===== config.mk =====
export PLATFORM = sky130hd
export DESIGN_NAME = bch_decoder_param
export DESIGN_NICKNAME = d
export VERILOG_FILES = /design/src/rtl/bch_decoder_param.sv
export SDC_FILE = /design/constraint.sdc
export NUM_CORES = 1
export LEC_CHECK = 0
export BUFFER_PORTS_ARGS = -buffer_cell sky130_fd_sc_hd__buf_2
export CAP_MARGIN = 25
export CORE_MARGIN = 4
export CORE_UTILIZATION = 60
export DETAILED_ROUTE_END_ITERATION = 16
export PLACE_DENSITY = 0.76
export REMOVE_ABC_BUFFERS = 1
export SETUP_SLACK_MARGIN = 0.1
export SLEW_MARGIN = 40
export SYNTH_ARGS = -nofsm -noshare
export SYNTH_HDL_FRONTEND = slang
export SYNTH_SLANG_ARGS = --single-unit

===== constraint.sdc =====
create_clock -name clk -period 12.9 [get_ports clk]
set_input_delay 1.29 -clock clk [delete_from_list [all_inputs] [get_ports clk]]
set_output_delay 1.29 -clock clk [all_outputs]
set_load 0.05 [all_outputs]

===== src/rtl/bch_decoder_param.sv =====
// bch_decoder_param: binary BCH decoder back-end over GF(2^M).
// Solves the error locator with inversionless Berlekamp-Massey, then finds
// error positions with a serial Chien search; T locations per codeword.
// Ports:
//   clk, rst            clock, synchronous active-high reset
//   in_valid            syndrome strobe (S1 first, S2T last)
//   in_syndrome [M]     syndrome in exponent form, all-ones = zero element
//   in_ready            high in IDLE/LOAD only
//   out_valid           location strobe, T cycles per frame
//   out_location [M]    error bit position, all-ones = no entry
//   out_fail            decoding failure flag, valid with out_valid
// Build option: define BCH_FAIL_DETECT_EN to build the root counter and
// failure check; otherwise out_fail is tied low.
module bch_decoder_param #(
    parameter int         M         = 4,
    parameter int         T         = 3,
    parameter logic [M:0] PRIM_POLY = 5'b10011
) (
    input  logic         clk,
    input  logic         rst,
    input  logic         in_valid,
    input  logic [M-1:0] in_syndrome,
    output logic         in_ready,
    output logic         out_valid,
    output logic [M-1:0] out_location,
    output logic         out_fail
);
    localparam int N    = (1 << M) - 1;
    localparam int LW   = $clog2(T + 1) + 1;
    localparam int PW   = $clog2(T + 1);
    localparam int CMAX = (N > 2 * T) ? N : 2 * T;
    localparam int CW   = $clog2(CMAX + 1);
    localparam logic [M-1:0] ONES = '1;

    // Tables are shifted in from the top so entry 0 ends at the bottom.
    function automatic logic [(N+1)*M-1:0] build_exp();
        logic [(N+1)*M-1:0] tab;
        logic [M:0]         v;
        tab = '0;
        v   = (M+1)'(1);
        for (int k = 0; k <= N; k++) begin
            tab = {v[M-1:0], tab[(N+1)*M-1:M]};
            v   = v << 1;
            if (v[M]) v = v ^ PRIM_POLY;
        end
        return tab;
    endfunction

    function automatic logic [(N+1)*M-1:0] build_log();
        logic [(N+1)*M-1:0] tab;
        logic [M:0]         v;
        logic [M-1:0]       res;
        tab = '0;
        for (int a = 0; a <= N; a++) begin
            res = ONES;
            v   = (M+1)'(1);
            for (int k = 0; k < N; k++) begin
                if (v[M-1:0] == M'(a)) res = M'(k);
                v = v << 1;
                if (v[M]) v = v ^ PRIM_POLY;
            end
            tab = {res, tab[(N+1)*M-1:M]};
        end
        return tab;
    endfunction

    localparam logic [(N+1)*M-1:0] EXP_PK = build_exp();
    localparam logic [(N+1)*M-1:0] LOG_PK = build_log();

    logic [M-1:0] exp_tab [0:N];
    logic [M-1:0] log_tab [0:N];

    for (genvar g = 0; g <= N; g++) begin : g_tab
        assign exp_tab[g] = EXP_PK[g*M +: M];
        assign log_tab[g] = LOG_PK[g*M +: M];
    end

    // log/antilog multiply; log of zero is all-ones
    function automatic logic [M-1:0] gf_mul(input logic [M-1:0] a,
                                            input logic [M-1:0] b);
        logic [M-1:0] la;
        logic [M-1:0] lb;
        logic [M:0]   s;
        la = log_tab[a];
        lb = log_tab[b];
        s  = {1'b0, la} + {1'b0, lb};
        if (s >= (M+1)'(N)) s = s - (M+1)'(N);
        if (la == ONES || lb == ONES) return '0;
        return exp_tab[s[M-1:0]];
    endfunction

    typedef enum logic [2:0] {IDLE, LOAD, BM, CHIEN, OUT} state_t;

    state_t        state, state_nx;
    logic [CW-1:0] cnt;
    logic [M-1:0]  syn    [1:2*T];
    logic [M-1:0]  sig    [0:T];
    logic [M-1:0]  bpol   [0:T];
    logic [M-1:0]  gam;
    logic [LW-1:0] len;
    logic [M-1:0]  locbuf [0:T-1];
    logic [PW-1:0] wptr;

    logic [M-1:0]  d, ssel, csum, poly_in;
    logic [M-1:0]  sig_bm [0:T];
    logic [M-1:0]  bpol_bm[0:T];
    logic [M-1:0]  sig_ch [0:T];
    logic          upd, root, last_load, fail;

    assign poly_in   = (in_syndrome == ONES) ? '0 : exp_tab[in_syndrome];
    assign last_load = (state == LOAD) && in_valid
                       && (int'(cnt) == 2 * T - 1);

    always_comb begin
        d    = '0;
        ssel = '0;
        for (int j = 0; j <= T; j++) begin
            ssel = '0;
            for (int i = 1; i <= 2 * T; i++)
                if (int'(cnt) + 1 - j == i) ssel = syn[i];
            d = d ^ gf_mul(sig[j], ssel);
        end
        upd = (d != '0) && (2 * int'(len) <= int'(cnt));
        sig_bm[0]  = gf_mul(gam, sig[0]);
        bpol_bm[0] = upd ? sig[0] : '0;
        for (int j = 1; j <= T; j++) begin
            sig_bm[j]  = gf_mul(gam, sig[j]) ^ gf_mul(d, bpol[j-1]);
            bpol_bm[j] = upd ? sig[j] : bpol[j-1];
        end
        // sig doubles as the Chien term registers: scaling by a
        // nonzero constant keeps which coefficients are zero
        csum = '0;
        for (int j = 0; j <= T; j++) begin
            csum      = csum ^ sig[j];
            sig_ch[j] = gf_mul(sig[j], exp_tab[M'((N - j) % N)]);
        end
        root = (csum == '0);
    end

    always_ff @(posedge clk) begin
        if (rst) state <= IDLE;
        else     state <= state_nx;
    end

    always_comb begin
        state_nx = state;
        unique case (state)
            IDLE:    if (in_valid) state_nx = LOAD;
            LOAD: begin
                if (!in_valid)                     state_nx = IDLE;
                else if (int'(cnt) == 2 * T - 1)   state_nx = BM;
            end
            BM:      if (int'(cnt) == 2 * T - 1) state_nx = CHIEN;
            CHIEN:   if (int'(cnt) == N - 1)     state_nx = OUT;
            OUT:     if (int'(cnt) == T - 1)     state_nx = IDLE;
            default: state_nx = IDLE;
        endcase
    end

    always_ff @(posedge clk) begin
        if (rst) begin
            cnt  <= '0;
            wptr <= '0;
            len  <= '0;
            gam  <= '0;
        end else begin
            unique case (state)
                IDLE, LOAD: begin
                    if (in_valid) begin
                        for (int i = 1; i <= 2 * T; i++)
                            if (int'(cnt) + 1 == i) syn[i] <= poly_in;
                        if (last_load) begin
                            cnt  <= '0;
                            len  <= '0;
                            gam  <= M'(1);
                            wptr <= '0;
                            for (int j = 0; j <= T; j++) begin
                                sig[j]  <= (j == 0) ? M'(1) : '0;
                                bpol[j] <= (j == 0) ? M'(1) : '0;
                            end
                            for (int i = 0; i < T; i++) locbuf[i] <= ONES;
                        end else begin
                            cnt <= cnt + 1'b1;
                        end
                    end else begin
                        cnt <= '0;
                    end
                end
                BM: begin
                    sig  <= sig_bm;
                    bpol <= bpol_bm;
                    if (upd) begin
                        len <= LW'(int'(cnt) + 1 - int'(len));
                        gam <= d;
                    end
                    cnt <= (int'(cnt) == 2 * T - 1) ? '0 : cnt + 1'b1;
                end
                CHIEN: begin
                    sig <= sig_ch;
                    if (root) begin
                        for (int i = 0; i < T; i++)
                            if (int'(wptr) == i) locbuf[i] <= M'(cnt);
                        if (int'(wptr) < T) wptr <= wptr + 1'b1;
                    end
                    cnt <= (int'(cnt) == N - 1) ? '0 : cnt + 1'b1;
                end
                OUT:     cnt <= (int'(cnt) == T - 1) ? '0 : cnt + 1'b1;
                default: cnt <= '0;
            endcase
        end
    end

`ifdef BCH_FAIL_DETECT_EN
    localparam int RW = $clog2(N + 1);
    logic [RW-1:0] rcnt;
    int            deg;

    always_ff @(posedge clk) begin
        if (rst)                    rcnt <= '0;
        else if (last_load)         rcnt <= '0;
        else if (state == CHIEN && root) rcnt <= rcnt + 1'b1;
    end

    always_comb begin
        deg = 0;
        for (int j = 1; j <= T; j++)
            if (sig[j] != '0) deg = j;
        fail = (int'(rcnt) != int'(len)) || (deg != int'(len))
               || (int'(len) > T);
    end
`else
    assign fail = 1'b0;
`endif

    always_comb begin
        in_ready     = (state == IDLE) || (state == LOAD);
        out_valid    = (state == OUT);
        out_location = '0;
        out_fail     = 1'b0;
        if (state == OUT) begin
            out_location = ONES;
            for (int i = 0; i < T; i++)
                if (int'(cnt) == i) out_location = locbuf[i];
            if (fail) out_location = ONES;
            out_fail = fail;
        end
    end

endmodule


==> impl_metrics.yaml, run 1 <==
placed_design:
  place.gp.congestion: 0.925
  portBuffers: 12
  dp_hpwl_um: 27200
  pre_cts_ws_ns: 0.296
min_path:
  hold_start: "len[2]$_SDFFE_PP0P_"
  hold_path.class: "register to register"
floorplan:
  dieArea_um2: 25700
  fp.dieH_um: 160
  start_util_pct: 61.3
  rows: 55
  boundaryPins: 14
  die_x_um: 160
  core-area_um2: 22700
run:
  maxCapViolCount: 0
timing:
  max_freq_mhz: 83.2
  fin_crit_sh_pct: 93.2
  worst_slack_ns: 0.878
  clock_skew_ns: 0.0182
  min_period_ns: 12.02
  rsz0062_at_grt: "no"
  final-setup-viol-count: 0
  slew_violations: 0
  slew_headroom_pct: 42.0
  tightestPinTransition_ns: 0.871
  hold_viol: 0
  fin_tns_setup_ns: 0
final_layout:
  diodes: 0
  layout-drive-gt1-share_pct: 8.73
  areaGrowthSynthToFinish_pct: 4.15
  fin_util_pct: 63.8
  multiInputGateArea_um2: 10900
  seq_area_um2: 2250
  nNetsFinal: 1910
  final.fill_count: 1940
logic_synthesis:
  seq_area_frac_synth_pct: 16.1
  ys_ff_latch: 80
  ys.flop_type: "edfxtp_1"
  ys_async_sr_fraction_pct: 0
  netlist_area_um2: 13900
  synth.avg_cell_area_um2: 8.01
  synth_edf_count: 64
  ys_warn_count: 0
  synth.distinct_cells: 120
  syn_inst: 1737
grt:
  grt_pass1_wl_um: 58100
  grtUsageMet1_pct: 34.3
  met2_usage_pct: 46.1
  gr-total-overflow: 0
  grt_pass1_vias: 12000
  busiest_layer: "met2"
  grt_max_degree: 42
  grtUsageMet3_pct: 3.00
  grt_usage_pct: 26.6
  grt_antenna_before_repair: 0
critical_path:
  cp_slowest_stage_delay_ns: 0.54
  end_kind: "register"
  r2r-start: "cnt[1]$_SDFF_PP0_"
  required_ns: 13.10
  crit_top_cell: "ha_1"
  crit_buf_inv: 7
  cp_max_fo: 14
  worst_path_max_delay_cell: "o32ai_4"
  cp-startpoint: "cnt[1]$_SDFF_PP0_"
  regToRegSetupSlack_ns: 0.88
  critPathTopFamily: "compound AO/OA/AOI/OAI gates"
  worstSetupPathType: "register to register"
  setup.worst_path.start_class: "register"
  arrival_ns: 12.22
clock_network:
  clockBufferDepth: 2
  clock_latency_ns: 0.36
  ctsResizeCount: 0
  postCtsSetupRepairBufs: 0
  clk_pin_slew_ns: 0.08
  cts-root-buf: "clkbuf_16"
  clock-sinks: 80
  cts_tree: "done"
  cts_made_buffers: 9
  cts_hold_buf: 0
  htreeDepth: 3
drt:
  dr.first_iter.drc_count: 972
  drt_pre_antenna_iters: 7
  avgViaCountPerCell: 6.52
  via_count: 13000
  wl_um: 35200
  drc: 0
  ant_nets: 0
  wl_per_cell_um: 17.7
status:
  status: "finished clean"
-- state kept, by name, summed over array words and instances (netlist names) --
| register | cells |
|---|---|
| wptr | 2 |
| syn | 24 |
| sig | 16 |
| gam | 4 |
| state | 3 |
| bpol | 12 |
| cnt | 4 |
| len | 3 |
| locbuf | 12 |
-- cell families after synthesis --
| group | count (synthesis) | share of synthesized area (%) |
|---|---|---|
| AOI/OAI and AO/OA | 551 | 28.3 |
| xor gates and xnor gates | 60 | 4.04 |
| adders and majority gates | 201 | 18.7 |
| buffers and inverters | 203 | 5.88 |
| DFF | 80 | 16.1 |
| muxes | 70 | 6.32 |
| other | 1 | 0.0269 |
| and+or+nand+nor | 571 | 20.6 |
-- cell usage after synthesis (all sizes together), types with 31 or more instances --
library cell / number / area [um2]
nor3: 31 / 155
buf: 31 / 173
mux2i: 44 / 440
a21oi: 140 / 712
inv: 126 / 473
nor2: 173 / 676
a21o: 47 / 353
xnor2: 45 / 402
nand2: 135 / 509
ha: 189 / 2360
a211oi: 31 / 248
nand3: 54 / 270
clkbuf: 45 / 169
edfxtp: 64 / 1920
o21ai: 88 / 440
o211ai: 36 / 270
-- per-stage QoR --
stage | std cells | instance area (um2) | hold slack [ns]
2_1_floorplan | 1661 | 13600 | 0.456
3_3_place_gp | 1975 | 14100 | 0.490
3_5_place_dp | 1975 | 14200 | 0.503
4_1_cts | 1991 | 14500 | 0.518
5_1_grt | 1992 | 14500 | 0.548
6_report | 1992 | 14500 | 0.524
-- cell type report --
type	instances	share of cell area [%]
clock inverters	7	0.414
repair buffers	30	1.33
flip-flops and latches	80	15.5
clock buffers	9	1.55
well taps	285	2.46
multi-input cells	1454	75.4
inverters	127	3.29
-- worst min-delay path, stage by stage, from the launching register on --
cell,delay [ns]
dfxtp_1,0.34
o21ai_0,0.08
a21oi_1,0.06
-- worst paths after layout --
| kind | end | depth (start not counted) |
|---|---|---|
| worst max-delay path | sig[10]$_DFFE_PP_ | 47 |
| worst max register to register | sig[10]$_DFFE_PP_ | 47 |
| worst min register to register | len[2]$_SDFFE_PP0P_ | 2 |
| worst min-delay path | len[2]$_SDFFE_PP0P_ | 2 |
-- layout by cell type, fill, tap and decap left out, types with 13 or more instances in the layout --
cell      count
buf_4        17
a211oi_1     26
dfxtp_1      13
nand2b_1     18
and3_1       16
nand3b_1     14
mux4_2       13
mux2i_1      43
ha_1        187
nand3_1      54
nor2b_1      22
nand2_1     134
xor2_1       13
nor2_1      168
edfxtp_1     64
o21ai_0      80
a31oi_1      26
a21o_1       47
inv_1       124
nor3_1       31
xnor2_1      44
and2_1       28
o22ai_1      15
o211ai_1     36
mux2_2       13
a21oi_1     139
-- per-layer routing --
layer  vias to the layer above  part of all wire (%)
li1                       6376                     -
met1                      6071                    43
met2                       447                    48
met3                        99                   5.0
met4                         0                   3.9
met5                         -                     0
Power of run 1 is not shown: default switching activity piles up to over one toggle a cycle in this logic, so the estimate is an artifact.
==> inputs of run 2 (changes only) <==
--- a/config.mk
+++ b/config.mk
@@ -7,10 +7,12 @@
 export LEC_CHECK = 0
 export BUFFER_PORTS_ARGS = -buffer_cell sky130_fd_sc_hd__buf_2
 export CAP_MARGIN = 25
+export CELL_PAD_IN_SITES_DETAIL_PLACEMENT = 0
+export CELL_PAD_IN_SITES_GLOBAL_PLACEMENT = 1
 export CORE_MARGIN = 4
-export CORE_UTILIZATION = 60
+export CORE_UTILIZATION = 51
 export DETAILED_ROUTE_END_ITERATION = 16
-export PLACE_DENSITY = 0.76
+export PLACE_DENSITY_LB_ADDON = 0.1
 export REMOVE_ABC_BUFFERS = 1
 export SETUP_SLACK_MARGIN = 0.1
 export SLEW_MARGIN = 40
==> impl_metrics.yaml, run 2 (same netlist as run 1, synthesis figures left out) <==
final_layout:
  final_common_cell: "ha_1"
  nNetsFinal: 1911
  largestRegisters: "syn: 24 flops, sig: 16 flops"
  final_cell_mix: "187 x ha_1, 169 x nor2_1, 137 x a21oi_1"
  layout-drive-gt1-share_pct: 9.13
  fin_util_pct: 54.5
  largest_reg_flops: 24
  areaGrowthSynthToFinish_pct: 5.23
  final_cell_count_no_fill: 2049
  diodes: 0
  top_register: "syn"
critical_path:
  r2r-start: "cnt[0]$_SDFF_PP0_"
  setup.worst_path.start_class: "register"
  regToRegSetupSlack_ns: 0.89
  worst_path_max_delay_cell: "or4_1"
  r2r_end: "sig[10]$_DFFE_PP_"
  required_ns: 13.11
  crit_top_cell: "ha_1"
  critPathTopFamily: "compound AO/OA/AOI/OAI gates"
  crit_buf_inv: 9
  worstSetupPathType: "register to register"
  cp_max_fo: 17
  end_kind: "register"
  cp_slowest_stage_delay_ns: 0.53
  ff2ff_path_depth: 49
  arrival_ns: 12.22
drt:
  drt_pre_antenna_iters: 5
  drc: 0
  via_count: 12700
  dr.first_iter.drc_count: 889
  wl_um: 36900
  avgViaCountPerCell: 6.18
  wl_per_cell_um: 18.0
  ant_nets: 0
timing:
  tightestPinTransition_ns: 0.829
  max_freq_mhz: 83.3
  hold_viol: 0
  rsz0062_at_grt: "no"
  fin_tns_setup_ns: 0
  final-setup-viol-count: 0
  fin_crit_sh_pct: 93.1
  min_period_ns: 12.01
  slew_headroom_pct: 44.7
  slew_violations: 0
  clock_skew_ns: 0.00989
floorplan:
  fp.dieH_um: 173
  boundaryPins: 14
  dieArea_um2: 30000
  rows: 60
  core-area_um2: 26900
  die_x_um: 173
  start_util_pct: 51.8
run:
  maxCapViolCount: 0
min_path:
  hold_path.class: "register to register"
  min_path_cells: 2
  hold_start: "len[2]$_SDFFE_PP0P_"
  whs_endpoint: "len[2]$_SDFFE_PP0P_"
clock_network:
  htreeDepth: 3
  cts-root-buf: "clkbuf_16"
  clockBufferDepth: 2
  clock_latency_ns: 0.36
  cts_tree: "done"
  cts_hold_buf: 0
  clk_pin_slew_ns: 0.07
  cts_made_buffers: 9
  clock-sinks: 80
grt:
  grt_max_degree: 41
  gr-total-overflow: 0
  grt_antenna_before_repair: 0
  grt_pass1_vias: 11600
  grt_usage_pct: 23.9
  grt_pass1_wl_um: 60400
status:
  status: "finished clean"
placed_design:
  portBuffers: 12
  place_inst: 2033
  place.gp.congestion: 0.924
  dp_hpwl_um: 29000
[run 2: layout make-up]
| class | instances | area (um2) |
|---|---|---|
| clock buffers | 9 | 225 |
| clock inverters | 7 | 85.1 |
| fillers | 2541 | 12200 |
| inverters | 127 | 477 |
| multi-input cells | 1454 | 11000 |
| flip-flops and latches | 80 | 2240 |
| well taps | 341 | 427 |
| repair buffers | 31 | 203 |
[run 2: metal layers]
layer  track usage [%]  vias up  wire [um]
li1                  -     6372          -
met1              32.3     5969      17200
met2              41.4      279      17700
met3              2.30       35       1340
met4              5.69        0        697
met5                 0        -          0
[run 2: worst min-delay path, cell delays in order (launching register included)]
cell	delay (ns)
dfxtp_1	0.33
o21ai_0	0.08
a21oi_1	0.06
[run 2: per-stage QoR]
stage,worst slack [ns],area [um2],hold slack (ns)
3_5_place_dp,0.564,14300,0.494
3_3_place_gp,0.824,14200,0.482
4_1_cts,0.557,14600,0.504
6_report,0.889,14600,0.508
5_1_grt,0.0742,14600,0.560
2_1_floorplan,1.28,13600,0.456
[run 2: worst max path at each step]
stage          slack, ns         startpoint  cells past startpoint                end
2_1_floorplan       1.28  cnt[0]$_SDFF_PP0_                     46  sig[10]$_DFFE_PP_
3_3_place_gp        0.82  cnt[1]$_SDFF_PP0_                     49  sig[10]$_DFFE_PP_
3_5_place_dp        0.56  cnt[1]$_SDFF_PP0_                     49  sig[10]$_DFFE_PP_
4_1_cts             0.56  cnt[1]$_SDFF_PP0_                     48  sig[10]$_DFFE_PP_
5_1_grt             0.07  cnt[0]$_SDFF_PP0_                     50  sig[10]$_DFFE_PP_
6_report            0.89  cnt[0]$_SDFF_PP0_                     49  sig[10]$_DFFE_PP_
[run 2: timing repair]
action | 4_1_cts | 5_1_grt
endpoints found under the setup margin | 0 | 12
resized for setup | 0 | 11
buffers inserted | 0 | 0
Power of run 2 is left out for the same reason.
==> inputs of run 3 (changes only) <==
--- a/config.mk
+++ b/config.mk
@@ -10,8 +10,9 @@
 export CELL_PAD_IN_SITES_DETAIL_PLACEMENT = 0
 export CELL_PAD_IN_SITES_GLOBAL_PLACEMENT = 1
 export CORE_MARGIN = 4
-export CORE_UTILIZATION = 51
+export CORE_UTILIZATION = 30
 export DETAILED_ROUTE_END_ITERATION = 16
+export HOLD_SLACK_MARGIN = 0.12
 export PLACE_DENSITY_LB_ADDON = 0.1
 export REMOVE_ABC_BUFFERS = 1
 export SETUP_SLACK_MARGIN = 0.1
==> impl_metrics.yaml, run 3 (same netlist as run 1, synthesis figures left out) <==
status:
  status: "finished clean"
grt:
  grt_max_degree: 41
  grtUsageMet3_pct: 1.36
  grt_usage_pct: 16.3
  grt_pass1_wl_um: 66500
  grt_antenna_before_repair: 0
  busiest_layer: "met2"
  grtUsageMet1_pct: 22.4
  gr-total-overflow: 0
  met2_usage_pct: 27.9
  grt_pass1_vias: 11900
final_layout:
  areaGrowthSynthToFinish_pct: 8.20
  layout-drive-gt1-share_pct: 9.27
  largestRegisters: "syn: 24 flops, sig: 16 flops"
  final_common_cell: "ha_1"
  largest_reg_flops: 24
  final_cell_mix: "189 x ha_1, 169 x nor2_1, 136 x a21oi_1"
  nNetsFinal: 1918
  diodes: 0
  top_register: "syn"
floorplan:
  fp.dieH_um: 223
  dieArea_um2: 49900
  rows: 78
  start_util_pct: 30.5
  boundaryPins: 14
  core-area_um2: 45600
  die_x_um: 223
critical_path:
  cp_slowest_stage_delay_ns: 0.56
  setup.worst_path.start_class: "register"
  required_ns: 13.02
  crit_top_cell: "ha_1"
  arrival_ns: 12.11
  end_kind: "register"
  worstSetupPathType: "register to register"
  worst_path_max_delay_cell: "o32ai_4"
  cp_max_fo: 16
clock_network:
  clock-sinks: 80
  cts_tree: "done"
  cts-root-buf: "clkbuf_16"
  cts_hold_buf: 0
  cts_made_buffers: 9
  clockBufferDepth: 2
  clock_latency_ns: 0.38
  htreeDepth: 3
  clk_pin_slew_ns: 0.08
drt:
  drc: 0
  avgViaCountPerCell: 5.45
  dr.first_iter.drc_count: 788
  via_count: 12600
  ant_nets: 0
  wl_per_cell_um: 18.1
  wl_um: 42000
  drt_pre_antenna_iters: 5
timing:
  max_freq_mhz: 83.4
  hold_viol: 0
  slew_headroom_pct: 42.1
  min_period_ns: 11.99
  slew_violations: 0
  rsz0062_at_grt: "no"
  final-setup-viol-count: 0
  fin_crit_sh_pct: 93.0
  tightestPinTransition_ns: 0.857
  fin_tns_setup_ns: 0
  clock_skew_ns: 0.0130
run:
  maxCapViolCount: 0
placed_design:
  dp_hpwl_um: 33100
  portBuffers: 12
  place.gp.congestion: 0.835
min_path:
  hold_path.class: "register to register"
## run 3: cell types whose count changed in the layout (fill, tap and decap cells not counted), sizes merged
cell / delta
clkinvlp: -2
bufinv: +1
buf: +7
inv: -1
clkbuf: +2
## run 3: critical path, delay by kind of cell (launching register included)
family | cells | cell delay [ns]
and+or+nand+nor | 13 | 2.22
buffers and inverters | 6 | 0.82
DFF | 1 | 0.35
AOI/OAI and AO/OA | 13 | 3.19
xor gates and xnor gates | 2 | 0.70
muxes | 5 | 1.32
adders and majority gates | 10 | 3.08
## run 3: layout make-up
cell class | instances | area (um2)
fillers | 4803 | 30500
multi-input cells | 1454 | 11000
flip-flops and latches | 80 | 2240
well taps | 600 | 751
inverters | 127 | 477
clock buffers | 11 | 275
repair buffers | 38 | 255
clock inverters | 5 | 88.8
## run 3: routing by layer
metal	vias to the layer above	routed length (um)
met5	-	0
met4	0	729
met3	28	869
met2	175	19900
met1	6016	20500
li1	6393	-
## run 3: final timing paths
check	start	cells after the start	endpoint	slack (ns)
hold / removal	len[2]$_SDFFE_PP0P_	2	len[2]$_SDFFE_PP0P_	0.50
hold reg to reg	len[2]$_SDFFE_PP0P_	2	len[2]$_SDFFE_PP0P_	0.50
setup / recovery	cnt[0]$_SDFF_PP0_	49	sig[5]$_DFFE_PP_	0.91
setup reg to reg	cnt[0]$_SDFF_PP0_	49	sig[5]$_DFFE_PP_	0.91
## run 3: timing repair
item                                    in CTS  in global routing
buffers inserted                             0                  0
gates resized for setup                      0                  4
endpoints found under the setup margin       0                  8
## run 3: stage by stage
step / hold WS (ns) / util [%] / setup WS, ns / area [um2] / cells
final: 0.498 / 33.0 / 0.908 / 15100 / 2315
after global routing: 0.522 / 33.0 / 0.171 / 15100 / 2315
after CTS: 0.506 / 33.0 / 0.731 / 15000 / 2315
after detailed placement: 0.497 / 32.2 / 0.760 / 14700 / 2299
after global placement: 0.484 / 32.0 / 0.960 / 14600 / 2298
after floorplan: 0.456 / - / 1.28 / 13600 / 1661
Power of run 3 is left out for the same reason.
